File: src/rtl/out_sig_compactor_pkg.sv
//==============================================================================
// Module      : sig_pkg
// Description : Shared types, sizing constants and MISR step for the
//               out_sig_compactor signature unit.
// Revision    : 1.0
//==============================================================================
`default_nettype none

package sig_pkg;

  typedef enum logic [1:0] {
    IDLE = 2'd0,
    RUN  = 2'd1,
    DONE = 2'd2
  } state_e;

  localparam int DATA_W_DEF = 330;
  localparam int SIG_W_DEF  = 32;
  localparam int NCHUNK     = (DATA_W_DEF + SIG_W_DEF - 1) / SIG_W_DEF;

  // MSB leaves through the shift and re-enters only via the polynomial taps.
  function automatic logic [SIG_W_DEF-1:0] misr_step(
    input logic [SIG_W_DEF-1:0] sig,
    input logic [SIG_W_DEF-1:0] fold,
    input logic [SIG_W_DEF-1:0] poly
  );
    logic [SIG_W_DEF-1:0] fb;
    fb = sig[SIG_W_DEF-1] ? poly : '0;
    return {sig[SIG_W_DEF-2:0], 1'b0} ^ fb ^ fold;
  endfunction

endpackage

`default_nettype wire

File: src/rtl/out_sig_compactor_xor_folder.sv
//==============================================================================
// Module      : xor_folder
// Description : Zero-pads a wide vector to whole SIG_W chunks and XORs them.
// Revision    : 1.0
//==============================================================================
`default_nettype none

module xor_folder #(
  parameter int DATA_W = 330,
  parameter int SIG_W  = 32
) (
  input  logic [DATA_W-1:0] data_in,
  output logic [SIG_W-1:0]  fold
);

  localparam int NCH = (DATA_W + SIG_W - 1) / SIG_W;

  logic [NCH*SIG_W-1:0] padded;

  always_comb begin
    padded               = '0;
    padded[DATA_W-1:0]   = data_in;
    fold                 = '0;
    for (int k = 0; k < NCH; k++) begin
      fold = fold ^ padded[k*SIG_W +: SIG_W];
    end
  end

endmodule

`default_nettype wire

File: src/rtl/out_sig_compactor.sv
//==============================================================================
// Module      : out_sig_compactor
// Description : Folds one wide output vector per beat and compacts a
//               programmed number of beats into a MISR signature.
// Revision    : 1.0
//==============================================================================
`default_nettype none

module out_sig_compactor
  import sig_pkg::*;
#(
  parameter int               DATA_W = 330,
  parameter int               SIG_W  = 32,
  parameter logic [SIG_W-1:0] POLY   = 32'h04C11DB7,
  parameter logic [SIG_W-1:0] SEED   = 32'hFFFFFFFF
) (
  input  logic              clk,
  input  logic              rst,
  input  logic              start,
  input  logic [31:0]       num_cycles,
  input  logic              data_valid,
  input  logic [DATA_W-1:0] data_in,
  output logic              busy,
  output logic              done,
  output logic [SIG_W-1:0]  signature,
  output logic [31:0]       beat_cnt
);

  state_e           state_q, state_d;
  logic [31:0]      num_q, num_d;
  logic [31:0]      beat_cnt_q, beat_cnt_d;
  logic [SIG_W-1:0] sig_q, sig_d;
  logic [SIG_W-1:0] p1_fold_q, p1_fold_d;
  logic             p1_v_q, p1_v_d;
  logic [SIG_W-1:0] fold;
  logic             accept;

  xor_folder #(
    .DATA_W (DATA_W),
    .SIG_W  (SIG_W)
  ) u_xor_folder (
    .data_in (data_in),
    .fold    (fold)
  );

  always_comb begin
    state_d    = state_q;
    num_d      = num_q;
    beat_cnt_d = beat_cnt_q;
    sig_d      = sig_q;
    accept     = (state_q == RUN) && data_valid && (beat_cnt_q < num_q);
    p1_v_d     = accept;
    p1_fold_d  = fold;

    if (p1_v_q) begin
      sig_d = misr_step(sig_q, p1_fold_q, POLY);
    end

    case (state_q)
      IDLE, DONE: begin
        if (start) begin
          num_d      = num_cycles;
          sig_d      = SEED;
          beat_cnt_d = '0;
          state_d    = (num_cycles == 32'd0) ? DONE : RUN;
        end
      end
      RUN: begin
        if (accept) begin
          beat_cnt_d = beat_cnt_q + 32'd1;
        end
        // Once the count is full no new beat can enter stage 1; the beat still
        // in p1 lands in the MISR on this same edge, so DONE follows directly.
        if ((beat_cnt_q == num_q) && !p1_v_d) begin
          state_d = DONE;
        end
      end
      default: state_d = IDLE;
    endcase
  end

  always_ff @(posedge clk or posedge rst) begin
    if (rst) begin
      state_q    <= IDLE;
      num_q      <= '0;
      beat_cnt_q <= '0;
      sig_q      <= SEED;
      p1_fold_q  <= '0;
      p1_v_q     <= 1'b0;
    end else begin
      state_q    <= state_d;
      num_q      <= num_d;
      beat_cnt_q <= beat_cnt_d;
      sig_q      <= sig_d;
      p1_fold_q  <= p1_fold_d;
      p1_v_q     <= p1_v_d;
    end
  end

  assign busy      = (state_q == RUN);
  assign done      = (state_q == DONE);
  assign signature = sig_q;
  assign beat_cnt  = beat_cnt_q;

endmodule

`default_nettype wire

File: config.mk
export PLATFORM = sky130hd
export DESIGN_NAME = out_sig_compactor
export DESIGN_NICKNAME = d
export VERILOG_FILES = /design/src/rtl/out_sig_compactor_pkg.sv /design/src/rtl/out_sig_compactor_xor_folder.sv /design/src/rtl/out_sig_compactor.sv
export SDC_FILE = /design/constraint.sdc
export NUM_CORES = 1
export LEC_CHECK = 0
export CAP_MARGIN = 20
export CORE_AREA = 5 5 164 166
export DETAILED_ROUTE_END_ITERATION = 10
export DIE_AREA = 0 0 169 171
export PLACE_DENSITY = 0.74
export SLEW_MARGIN = 5
export SYNTH_ARGS = -nofsm -noshare
export SYNTH_HDL_FRONTEND = slang
export SYNTH_HIERARCHICAL = 1
export SYNTH_SLANG_ARGS = --single-unit
File: constraint.sdc
create_clock -name clk -period 4.8 [get_ports clk]
set_clock_uncertainty 0.05 [all_clocks]
set_input_delay 0.48 -clock clk [delete_from_list [all_inputs] [get_ports clk]]
set_output_delay 0.48 -clock clk [all_outputs]
set_load 0.05 [all_outputs]
==> results of run 1 <==
## through the flow
stage / setup WS, ps / instances / power (uW)
after floorplan: 825 / 946 / 3670
after global placement: 1690 / 1680 / 4640
after detailed placement: 1610 / 1680 / 4690
after CTS: 1590 / 1712 / 6100
after global routing: 1350 / 1714 / 6390
final: 1550 / 1715 / 6050
## how the worst min path moves through the flow
stage	depth (start not counted)	endpoint	slack, ps	from
detailed placement	2	num_q[0]	440	num_q[0]
finish	2	num_q[0]	460	num_q[0]
global placement	2	num_q[0]	440	num_q[0]
CTS	2	num_q[0]	450	num_q[0]
global route	2	num_q[0]	480	num_q[0]
floorplan	2	num_q[0]	400	num_q[0]
## layout make-up
| type | count | area (um^2) |
|---|---|---|
| Inverter | 39 | 151 |
| Antenna cell | 2 | 5.00 |
| Clock buffer | 24 | 472 |
| Clock inverter | 8 | 150 |
| Multi-Input combinational cell | 741 | 5890 |
| Tap cell | 335 | 419 |
| Fill cell | 2212 | 10700 |
| Sequential cell | 131 | 3320 |
| Timing Repair Buffer | 435 | 4360 |
## power groups by stage
stage / registers, uW / clock network, uW / logic [uW]
2_1_floorplan: 2360 / 0 / 1320
3_3_place_gp: 1900 / 0 / 2740
3_5_place_dp: 1910 / 0 / 2780
4_1_cts: 1900 / 1410 / 2800
5_1_grt: 1940 / 1460 / 2990
6_report: 1890 / 1390 / 2770
## per-layer routing
metal  up-vias  track usage, %  wire [um]
met3        39            6.56       2270
met4         8            5.92        668
met5         -               0         46
li1       4044               -          -
met1      3931            25.1      12000
met2       273            39.8      17600
## sequential cells by signal (all words and copies together), names as in the netlist
signal     flops
beat_cnt      32
num_q         32
p1_fold_q     32
signature     32
state_q        2
p1_v_q         1
## worst max-delay path, delay by kind of cell (launching register included)
family                   cells  cell delay, ps
AO/OA/AOI/OAI                2            1040
AND/OR/NAND/NOR              3             900
flip-flops                   1             480
adder cells (fa/ha/maj)      1             350
buffers and inverters        1             310
## cells in the mapped netlist (2+ instances only)
master    count  area, um^2
o21ai_1       2        10.0
nand4_1      13        81.3
nor2b_1       2        12.5
nor3_1        9        45.0
xor2_1       23         201
nor2_1       10        37.5
a21boi_1      2        15.0
a21oi_1      15        75.1
or2_2         2        12.5
ha_1         33         413
buf_2         8        40.0
o21ai_0      78         390
and3_1       10        62.6
nor4_1       17         106
dfstp_2      32         841
and4_1        2        17.5
nand2_1     135         507
o41ai_1      12         105
a21o_1       15         113
xnor3_1      32         721
and2_1        2        12.5
o22ai_1       2        12.5
a221o_1       3        30.0
xnor2_2      22         358
buf_4         2        15.0
nand2b_1      3        18.8
or3_1         2        12.5
clkbuf_1     24        90.1
a31oi_1       2        12.5
o22a_1       10        87.6
nand3_1      26         130
inv_1        38         143
xnor2_1     234        2050
nand4_2       3        37.5
dfrtp_1      99        2480
## layout by cell type (no fill, tap or decap), drive strengths merged, types with 2 or more instances in the layout
| master | n |
|---|---|
| bufinv | 4 |
| o21ai | 80 |
| a21oi | 16 |
| nand2b | 3 |
| o22a | 10 |
| nor2 | 11 |
| clkdlybuf4s50 | 431 |
| ha | 33 |
| dfrtp | 99 |
| and4 | 3 |
| xnor2 | 256 |
| clkinv | 3 |
| and2 | 2 |
| and3 | 10 |
| inv | 39 |
| nand4 | 16 |
| o31ai | 2 |
| xnor3 | 32 |
| diode | 2 |
| o22ai | 2 |
| nor4 | 18 |
| or3 | 2 |
| nor2b | 2 |
| a31oi | 2 |
| or2 | 2 |
| o41ai | 12 |
| xor2 | 23 |
| nor3 | 9 |
| clkbuf | 24 |
| buf | 4 |
| dfstp | 32 |
| a21o | 15 |
| a221o | 3 |
| nand2 | 136 |
| a21boi | 3 |
| nand3 | 26 |
## logic make-up after synthesis
logic type	count (synthesis)	synth area share, %
compound gates	156	10.5
xor+xnor	311	35.1
fa+ha+maj	33	4.35
buf+inv	74	3.11
flops	131	35.0
simple gates	241	12.1
==> summary.md, run 1 <==
| Metric | Value |
|---|---|
| Outcome | `finished, final reports clean` |
| Max IR drop VDD | `0.230 mV` |
| Rows | `59` |
| Fin util | `58.0%` |
| FF-to-FF setup slack | `1550 ps` |
| Hold Buf Count CTS | `0` |
| Die height | `171 um` |
| Global-route wire length before repair | `48200 um` |
| Net Count, Synth | `1345` |
| Fin crit period | `3250 ps` |
| Fraction of power spent switching nets | `36.9%` |
| Area after DPL | `0.0141 mm^2` |
| Dpl hpwl | `27300 um` |
| CTS Buf Count | `17` |
| RSZ-0062 raised after global routing | `false` |
| CP max stage delay | `850 ps` |
| DRT Pass-1 Iters | `5` |
| R2R Path End | `beat_cnt[21]` |
| Seq cells post-synth | `131` |
| Gate Count Post-Synth | `946` |
| Skew-Pair Late Insertion Delay | `420 ps` |
| CTS H-tree depth | `4` |
| Crit Path Class | `flop to flop` |
| Overflow after GRT | `0` |
| Setup TNS Final | `0 ps` |
| Critical-path top delay cell | `o31a_1` |
| Layout cells sized above 1 | `7.40%` |
| Yosys warning total | `6` |
| Count of input and output buffers | `431` |
| Slew Limit Fails | `0` |
| CP cell instances | `ha_1 -> nand4_1 -> nor4_1 -> o31a_1 -> buf_4 -> nor4_1 -> o22a_1` |
| Worst Max-Slew Pin Slew | `976 ps` |
| Seq pwr share | `31.3%` |
| Worst setup EP type | `flop` |
| Initial drt markers | `519` |
| Worst R2R Start | `beat_cnt[25]` |
| Core ar. | `0.0255 mm^2` |
| Crit path to | `beat_cnt[21]` |
| Initial Util | `37.3%` |
| Final nets | `1764` |
| Syn avg cell area | `10.0 um^2` |
| DRC violations left | `0` |
| Maximum number of pins on one net before global-route repair | `100` |
| Relative slew slack | `34.9%` |
| CTS root buf | `clkbuf_16` |
| TritonCTS Sinks | `131` |
| EDFF count, synth | `0` |
| Vias in the first global route | `8400` |
| GRT Util Overall | `21.9%` |
| Worst hold slack | `457 ps` |
| Routed WL | `32600 um` |
| Post-DRT Antenna Nets | `0` |
| Final hold vios | `0` |
| Die X | `169 um` |
| Cell mode on critical path | `nor4_1` |
| Leak | `0.00595 uW` |
| Sequential-to-total area share from yosys stat | `34.9%` |
| Path category of the worst min-delay check | `flop to flop` |
| Worst Path Max Fanout | `20` |
| Logic pwr share | `45.8%` |
| Area grow syn2layout | `55.6%` |
| Setup Buffers After CTS | `0` |
| Max Cap Viol | `0` |
| Clock transition at the registers of the reported paths | `60 ps` |
| Sw power | `2230 uW` |
| Asr flop ratio synth | `100%` |
| Total die area | `0.0289 mm^2` |
| CP Launch Point | `beat_cnt[25]` |
| CP startpoint kind | `flop` |
| Syn Std Cell Area | `0.00949 mm^2` |
| Clk pwr share | `23.0%` |
| Pwr per Cell Area | `409 mW/mm^2` |
| CP arrival | `3510 ps` |
| Initial antenna violation count | `5` |
| Top-level I/O count | `432` |
| Required time worst endpoint | `5060 ps` |
| Final period utilization | `67.7%` |
| Design Area, Final | `0.0148 mm^2` |
| Vias per std cell | `4.84` |
| GPL Wtd Cong | `0.900` |
| Max clock buf depth | `2` |
| CTS tree | `built` |
| Max frequency | `0.308 GHz` |
| Netlist cell types | `57` |
| R2R depth | `7` |
| Pint | `3820 uW` |
| Final Setup Violations | `0` |
| Post_cts resized | `0` |
| Ys flop type | `dfrtp_1` |
| Wire per inst | `19.0 um` |
| Vias | `8295` |
Note: power is estimated with default switching activity, not from simulation.
==> run 2, diff against run 1 <==
clock period = 3.24 ns   (was 4.8 ns; I/O delays follow)
==> run 2 against run 1 <==
Compared with the run above: via count up 1.0%; largest cell class unchanged; worst hold slack lost 47 ps; power increased by 51%; clock power is 61% higher; final cell count grew 0.64%; wire length rose by 2.3%; combinational power rose by 48%; worst setup slack worse by 1100 ps; critical path depth shrank 3; critical path type is now flop to output port; register-to-register slack got worse by 1000 ps; non-clock buffer count rose by 11.
==> summary.md, run 2 (synthesis gave the netlist of run 1 again) <==
| Metric | Value |
|---|---|
| Outcome | `finished, final reports clean` |
| Leak | `0.00604 uW` |
| Global-route wire length before repair | `48700 um` |
| Wire per inst | `19.3 um` |
| Overflow after GRT | `0` |
| Initial drt markers | `638` |
| Pwr per Cell Area | `613 mW/mm^2` |
| Setup Buffers After CTS | `0` |
| Worst Max-Slew Pin Slew | `990 ps` |
| Area after DPL | `0.0142 mm^2` |
| Fin crit period | `2820 ps` |
| Final hold vios | `0` |
| Max IR drop VDD | `0.315 mV` |
| Routed WL | `33300 um` |
| Logic pwr share | `45.0%` |
| Rows | `59` |
| Pint | `5810 uW` |
| Fraction of power spent switching nets | `36.4%` |
| CTS tree | `built` |
| Worst Path Max Fanout | `30` |
| CP startpoint kind | `flop` |
| Dpl hpwl | `27600 um` |
| Post_cts resized | `0` |
| Most frequent cells in the layout | `431 x clkdlybuf4s50_1, 234 x xnor2_1, 135 x nand2_1` |
| Worst setup EP type | `output port` |
| Seq pwr share | `30.5%` |
| Commonest non-fill, non-tap cell in the layout | `clkdlybuf4s50_1` |
| CP arrival | `2450 ps` |
| Area grow syn2layout | `57.1%` |
| Vias in the first global route | `8662` |
| Slew Limit Fails | `0` |
| Vias per std cell | `4.86` |
| Setup TNS Final | `0 ps` |
| Maximum number of pins on one net before global-route repair | `132` |
| Vias | `8382` |
| Final nets | `1775` |
| Post-DRT Antenna Nets | `0` |
| GPL Wtd Cong | `0.861` |
| Initial antenna violation count | `5` |
| Die height | `171 um` |
| Final Setup Violations | `0` |
| Clk pwr share | `24.5%` |
| DRC violations left | `0` |
| Total die area | `0.0289 mm^2` |
| Required time worst endpoint | `2870 ps` |
| Sw power | `3330 uW` |
| TritonCTS Sinks | `131` |
| RSZ-0062 raised after global routing | `false` |
| Die X | `169 um` |
| GRT Util Overall | `22.3%` |
| CTS Buf Count | `17` |
| Max frequency | `0.354 GHz` |
| Path category of the worst min-delay check | `input pin to async pin` |
| Max Cap Viol | `0` |
| Crit Path Class | `flop to output port` |
| Core ar. | `0.0255 mm^2` |
| DRT Pass-1 Iters | `5` |
| Layout cells sized above 1 | `8.50%` |
| Max clock buf depth | `2` |
| Clock transition at the registers of the reported paths | `60 ps` |
| Count of input and output buffers | `431` |
| Top-level I/O count | `432` |
| CTS H-tree depth | `4` |
| CTS root buf | `clkbuf_16` |
| Hold Buf Count CTS | `0` |
| Final period utilization | `87.2%` |
| Design Area, Final | `0.0149 mm^2` |
| Initial Util | `37.3%` |
| Relative slew slack | `34.0%` |
| Skew-Pair Late Insertion Delay | `420 ps` |
run 2: path summary, 6_finish.rpt:
path	slack, ps	cells past startpoint	end	startpoint
hold reg to reg	440	2	num_q[0]	num_q[0]
setup reg to reg	550	7	beat_cnt[12]	beat_cnt[25]
min in group clk	440	2	num_q[0]	num_q[0]
setup / recovery	420	4	busy	state_q[0]
hold / removal	410	3	num_q[25]	rst
max in group asynchronous	2170	3	p1_fold_q[23]	rst
run 2: routing by layer:
| metal | vias to the layer above | track usage [%] | part of all wire, % |
|---|---|---|---|
| met5 | - | 0 | 0.10 |
| met4 | 6 | 5.85 | 1.9 |
| met3 | 42 | 7.51 | 8.3 |
| met2 | 331 | 40.9 | 53 |
| met1 | 3940 | 24.8 | 37 |
| li1 | 4063 | - | - |
run 2: power groups by stage:
| stage | Clock [uW] | Sequential (uW) | Combinational, uW |
|---|---|---|---|
| final | 2240 | 2790 | 4110 |
| after global routing | 2360 | 2870 | 4430 |
| after CTS | 2270 | 2800 | 4150 |
| after detailed placement | 0 | 2810 | 4140 |
| after global placement | 0 | 2810 | 4060 |
| after floorplan | 0 | 3490 | 1950 |
run 2: final cells by class:
cell class / count / area (um^2)
Fill cell: 2226 / 10600
Multi-Input combinational cell: 741 / 5890
Timing Repair Buffer: 446 / 4450
Sequential cell: 131 / 3320
Clock buffer: 19 / 453
Tap cell: 335 / 419
Clock inverter: 13 / 229
Inverter: 39 / 150
Antenna cell: 2 / 5.00
run 2: per-stage QoR:
stage          total power, uW  setup WS (ps)  hold WS [ps]  utilization, %  instances
3_3_place_gp              6870            710           421            55.9       1692
6_report                  9140            416           410            58.6       1726
5_1_grt                   9660            351           455            58.6       1726
3_5_place_dp              6950            602           426            55.9       1692
2_1_floorplan             5440            614           379               -        946
4_1_cts                   9230            419           428            58.6       1724
run 2: worst max-delay path, cell delays in order (launching register included):
cell and delay, ps:
dfrtp_1 460, nand2b_1 250, inv_2 120, buf_4 330
clkdlybuf4s50_1 870
==> run 3, diff against run 2 <==
CORE_AREA = 2 2 166 168   (was 5 5 164 166)
CTS_CLUSTER_DIAMETER = 80   (was default)
DIE_AREA = 0 0 168 170   (was 0 0 169 171)
PLACE_DENSITY = 0.7   (was 0.74)
==> run 3 against run 2 <==
Compared with the run above: critical path depth grew 4; wire length shrank 2.9%; global-route usage is essentially flat; sequential share of layout area grew 0.067 points; sequential cell count is the same.
==> summary.md, run 3 (synthesis gave the netlist of run 1 again) <==
| Metric | Value |
|---|---|
| Vias in the first global route | `8217` |
| Vias | `8303` |
| GR Util met2 | `39.3%` |
| Fin crit period | `2870 ps` |
| CTS root buf | `clkbuf_16` |
| Design Area, Final | `0.0149 mm^2` |
| Maximum number of pins on one net before global-route repair | `65` |
| Hold Buf Count CTS | `0` |
| Critical-path top delay cell | `o31ai_2` |
| Max Cap Viol | `0` |
| CTS Buf Count | `17` |
| Routed WL | `32300 um` |
| Dpl hpwl | `27100 um` |
| Final Setup Violations | `0` |
| CTS tree | `built` |
| Pint | `5560 uW` |
| DRT Pass-1 Iters | `5` |
| Worst Path Max Fanout | `22` |
| Initial drt markers | `415` |
| Initial antenna violation count | `5` |
| Die X | `168 um` |
| Worst hold slack | `397 ps` |
| Max clock buf depth | `2` |
| Layout cells sized above 1 | `8.49%` |
| Most frequent cells in the layout | `431 x clkdlybuf4s50_1, 234 x xnor2_1, 135 x nand2_1` |
| Top cell family by delay on the critical path | `compound AO/OA/AOI/OAI gates` |
| Area after DPL | `0.0143 mm^2` |
| Setup TNS Final | `0 ps` |
| Final hold vios | `0` |
| CP startpoint kind | `flop` |
| Top-level I/O count | `432` |
| Buf/Inv on CP | `1` |
| Pwr per Cell Area | `595 mW/mm^2` |
| Area grow syn2layout | `56.7%` |
| Vias per std cell | `4.79` |
| Global-route wire length before repair | `47300 um` |
| Setup Buffers After CTS | `0` |
| GRT Max-Usage Layer | `met2` |
| Post-DRT Antenna Nets | `0` |
| Required time worst endpoint | `3480 ps` |
| Count of input and output buffers | `431` |
| R2R depth | `8` |
| Commonest non-fill, non-tap cell in the layout | `clkdlybuf4s50_1` |
| TritonCTS Sinks | `131` |
| Met3 Track Usage GR | `6.21%` |
| Clk pwr share | `22.3%` |
| GPL Wtd Cong | `0.879` |
| Total die area | `0.0286 mm^2` |
| Post_cts resized | `0` |
| Outcome | `finished, final reports clean` |
| Worst setup EP type | `flop` |
| Pwr Total | `8850 uW` |
| GRT Util Overall | `22.3%` |
| Seq pwr share | `31.1%` |
| Fraction of power spent switching nets | `37.2%` |
| Wire per inst | `18.6 um` |
| CP max stage delay | `680 ps` |
| Logic pwr share | `46.6%` |
| Core ar. | `0.0267 mm^2` |
| CP cell instances | `ha_1 -> nand4_1 -> nor2_1 -> o2bb2ai_1 -> o31ai_2 -> a21oi_4 -> buf_12 -> a221o_1` |
| FF-to-FF setup slack | `370 ps` |
| Sw power | `3290 uW` |
| Slew Limit Fails | `0` |
| Skew-Pair Late Insertion Delay | `420 ps` |
| Leak | `0.00600 uW` |
| Final period utilization | `88.6%` |
| Filler instances | `2373` |
| Final nets | `1776` |
| DRC violations left | `0` |
| Path category of the worst min-delay check | `input pin to async pin` |
| Initial Util | `35.6%` |
| Max frequency | `0.348 GHz` |
| Clock transition at the registers of the reported paths | `70 ps` |
| CP arrival | `3110 ps` |
| Worst R2R Start | `beat_cnt[13]` |
| Relative slew slack | `33.7%` |
| Max IR drop VDD | `0.337 mV` |
| Worst Max-Slew Pin Slew | `995 ps` |
| CTS H-tree depth | `4` |
| Grt met1 use | `26.2%` |
| Rows | `60` |
| Overflow after GRT | `0` |
| RSZ-0062 raised after global routing | `false` |
| Crit Path Class | `flop to flop` |
| Die height | `170 um` |
| R2R Path End | `beat_cnt[22]` |
==> run 3: cell count changes in the layout (fill, tap and decap cells not counted) <==
cell / change
buf_12: +1
diode_2: +2
clkbuf_8: -1
clkbuf_1: +1
bufinv_16: -3
clkinv_4: +1
clkinvlp_4: +3
inv_6: -1
==> run 3: power by group through the flow <==
stage                     Clock [uW]  Sequential (uW)  Combinational, uW
final                           1970             2760               4120
after global placement             0             2770               4090
after CTS                       2020             2760               4180
after detailed placement           0             2780               4160
after global routing            2090             2840               4430
after floorplan                    0             3490               1950
==> run 3: metrics by stage <==
step | setup slack, ps | util, % | cells
after floorplan | 614 | - | 946
after global placement | 545 | 53.5 | 1699
after detailed placement | 409 | 53.5 | 1699
after CTS | 379 | 55.8 | 1731
after global routing | 214 | 55.8 | 1733
final | 370 | 55.8 | 1735
==> run 3: worst max-delay path by stage <==
stage / end / slack [ps] / start / cells after the start
after floorplan: beat_cnt[31] / 610 / beat_cnt[13] / 9
after global routing: beat_cnt[22] / 210 / beat_cnt[11] / 8
after detailed placement: beat_cnt[22] / 410 / beat_cnt[15] / 8
final: beat_cnt[22] / 370 / beat_cnt[13] / 8
after CTS: beat_cnt[22] / 380 / beat_cnt[13] / 8
after global placement: beat_cnt[24] / 550 / beat_cnt[15] / 8
==> run 3: layer usage <==
metal	vias up	part of all wire (%)
met5	-	0.083
met4	4	2.5
met3	41	6.7
met2	286	51
met1	3903	39
li1	4069	-
==> run 3: area by class of cell <==
cell class,instances,area (um^2),area share (%)
Multi-Input combinational cell,741,5890,39.6
Timing Repair Buffer,447,4470,30.1
Sequential cell,131,3320,22.3
Clock buffer,19,443,2.98
Tap cell,341,427,2.87
Clock inverter,13,161,1.09
Inverter,39,150,1.01
Antenna cell,4,10.0,0.0673
==> patch, RTL diff (config.mk and constraints of run 2) <==
Make the reset (`rst`) synchronous in one clocked block.
--- a/src/rtl/out_sig_compactor.sv
+++ b/src/rtl/out_sig_compactor.sv
@@ -79,7 +79,7 @@
     endcase
   end
 
-  always_ff @(posedge clk or posedge rst) begin
+  always_ff @(posedge clk) begin
     if (rst) begin
       state_q    <= IDLE;
       num_q      <= '0;
Formal check against the unedited RTL: differs if rst is asserted again (counterexample within 4 cycles, from zero or initial values and one cycle with rst high); with rst held inactive, the same outputs for 4 cycles.
==> patch against run 2 <==
  * Wire length is 9.5% lower
  * Fmax is 2.9% higher
  * Non-clock buffer count is 1 higher
  * Final area is 3.6% lower
  * Synthesized area is 3.9% lower
  * Setup slack better by 0.079 ns
  * Sequential cell count stayed put
Power is not compared: it rests on default switching activity, and its combinational part moved more than twofold at a synthesized area within 25%.
==> patch: results (changes against run 2) <==
Setup path:
- The highest net fanout along the worst path is 12 (was 30).
- The reg-to-reg critical path endpoint is state_q[1] (was beat_cnt[12]).
- The kind of capture point of the worst setup path is a flop (was primary output).
- The highest cell delay on the worst timing path is 0.46 ns (was 0.87 ns).
- The family of cells with the greatest summed delay on the critical path is compound AO/OA/AOI/OAI gates (was buffers and inverters).
- The register-to-register setup slack is 0.50 ns (was 0.55 ns).
- The standard cell with the maximum stage delay on the critical path is sky130_fd_sc_hd__nor4_1 (was sky130_fd_sc_hd__clkdlybuf4s50_1).
- The number of cells on the worst reg-to-reg path is 8 (was 7).
- The startpoint of the most critical setup path is beat_cnt[14] (was state_q[0]).

Synth:
- The adder-cell area share of the yosys netlist is 4.53% (was 4.35%).
- The post-synthesis net count is 1421 (was 1345).
- The share of synthesized area occupied by flip-flops and latches is 28.7% (was 34.9%).
- The multiplexer area fraction after synthesis is 0.233% (was 0%).
- Top cells by area in the synthesized netlist: sky130_fd_sc_hd__dfxtp_1 29%, sky130_fd_sc_hd__xnor2_1 22%, sky130_fd_sc_hd__xnor3_1 7.9%, sky130_fd_sc_hd__nand2_1 7.2%, sky130_fd_sc_hd__ha_1 4.5% (was sky130_fd_sc_hd__dfrtp_1 26%, sky130_fd_sc_hd__xnor2_1 22%, sky130_fd_sc_hd__dfstp_2 8.9%, sky130_fd_sc_hd__xnor3_1 7.6%, sky130_fd_sc_hd__nand2_1 5.3%).
- The xor/xnor share of the synthesized area is 36.5% (was 35.1%).
- The compound-gate portion of the synthesized area is 11.0% (was 10.5%).
- The async set or reset register ratio after synthesis came to 0% (was 100%).

STA:
- The minimum period implied by the final worst setup slack is 2.74 ns (was 2.82 ns).
- The worst hold slack was 0.353 ns (was 0.410 ns).

Routing:
- The number of DRC violations after detailed-routing iteration 0 is 427 (was 638).
- The routed length on met1 came to 12.2 mm (about the same).
- The per-cell via count in the routed design came to 4.72 (was 4.86).
- The aggregate routed wire length is 30.1 mm (was 33.3 mm).
- The number of vias after detailed routing is 8464 (was 8382).
- The met3 wire length is 2.43 mm (was 2.77 mm).
- The detailed-routed wire length on met2 is 15.1 mm (was 17.7 mm).
- The highest routing layer actually used was met4 (was met5).

Cells and area:
- The share of layout cells above drive strength 1 is 5.56% (was 8.50%).
- The antenna diode count is 0 (was 2).

Placed design:
- The worst slack at placement was 0.553 ns (was 0.602 ns).
- The cell area after placement is 13800 um^2 (was 14200 um^2).
- The weighted congestion reported at the end of routability-driven placement came to 0.863 (was 0.861).
- The half-perimeter wire length of the detailed placement result is 25.1 mm (was 27.6 mm).

Global route:
- The largest net degree at the start of global routing is 65 (was 132).
- The all-layer global routing usage is 20.3% (was 22.3%).
- The wire length of the first global-routing pass is 46.3 mm (was 48.7 mm).
- The number of antenna violations at the first check in global routing is 0 (was 5).
- The fraction of met1 tracks used by global routing came to 24.4% (was 24.8%).

Worst hold path:
- The class of the tightest hold or removal check is in2reg (was in2async).

Power and ir drop:
- The total design power is 5680 uW.

Run status:
- Result of the run: completed (unchanged).
patch: cell types whose count changed in the layout (fill, tap and decap cells not counted), sizes merged, moves of 9 or more:
cell and delta:
a21o -13, dfrtp -99, nor2b +33, dfxtp +131, o21ai -28, nand3 -14
o22a -10, nor2 +9, nand2 +38, a21oi +43, o41ai -11, dfstp -32
patch: how the worst min path moves through the flow:
stage | from | to | cells past startpoint
3_5_place_dp | num_q[24] | num_q[24] | 2
2_1_floorplan | num_q[10] | num_q[10] | 2
6_report | rst | p1_fold_q[4] | 2
3_3_place_gp | num_q[27] | num_q[27] | 2
4_1_cts | rst | p1_fold_q[7] | 2
5_1_grt | rst | p1_fold_q[7] | 2
patch: cell type report:
type	count	area [um^2]
fillers	2295	11100
multi-input cells	808	6190
repair buffers	447	4430
flip-flops and latches	131	2620
clock buffers	20	457
well taps	335	419
inverters	42	158
clock inverters	10	110
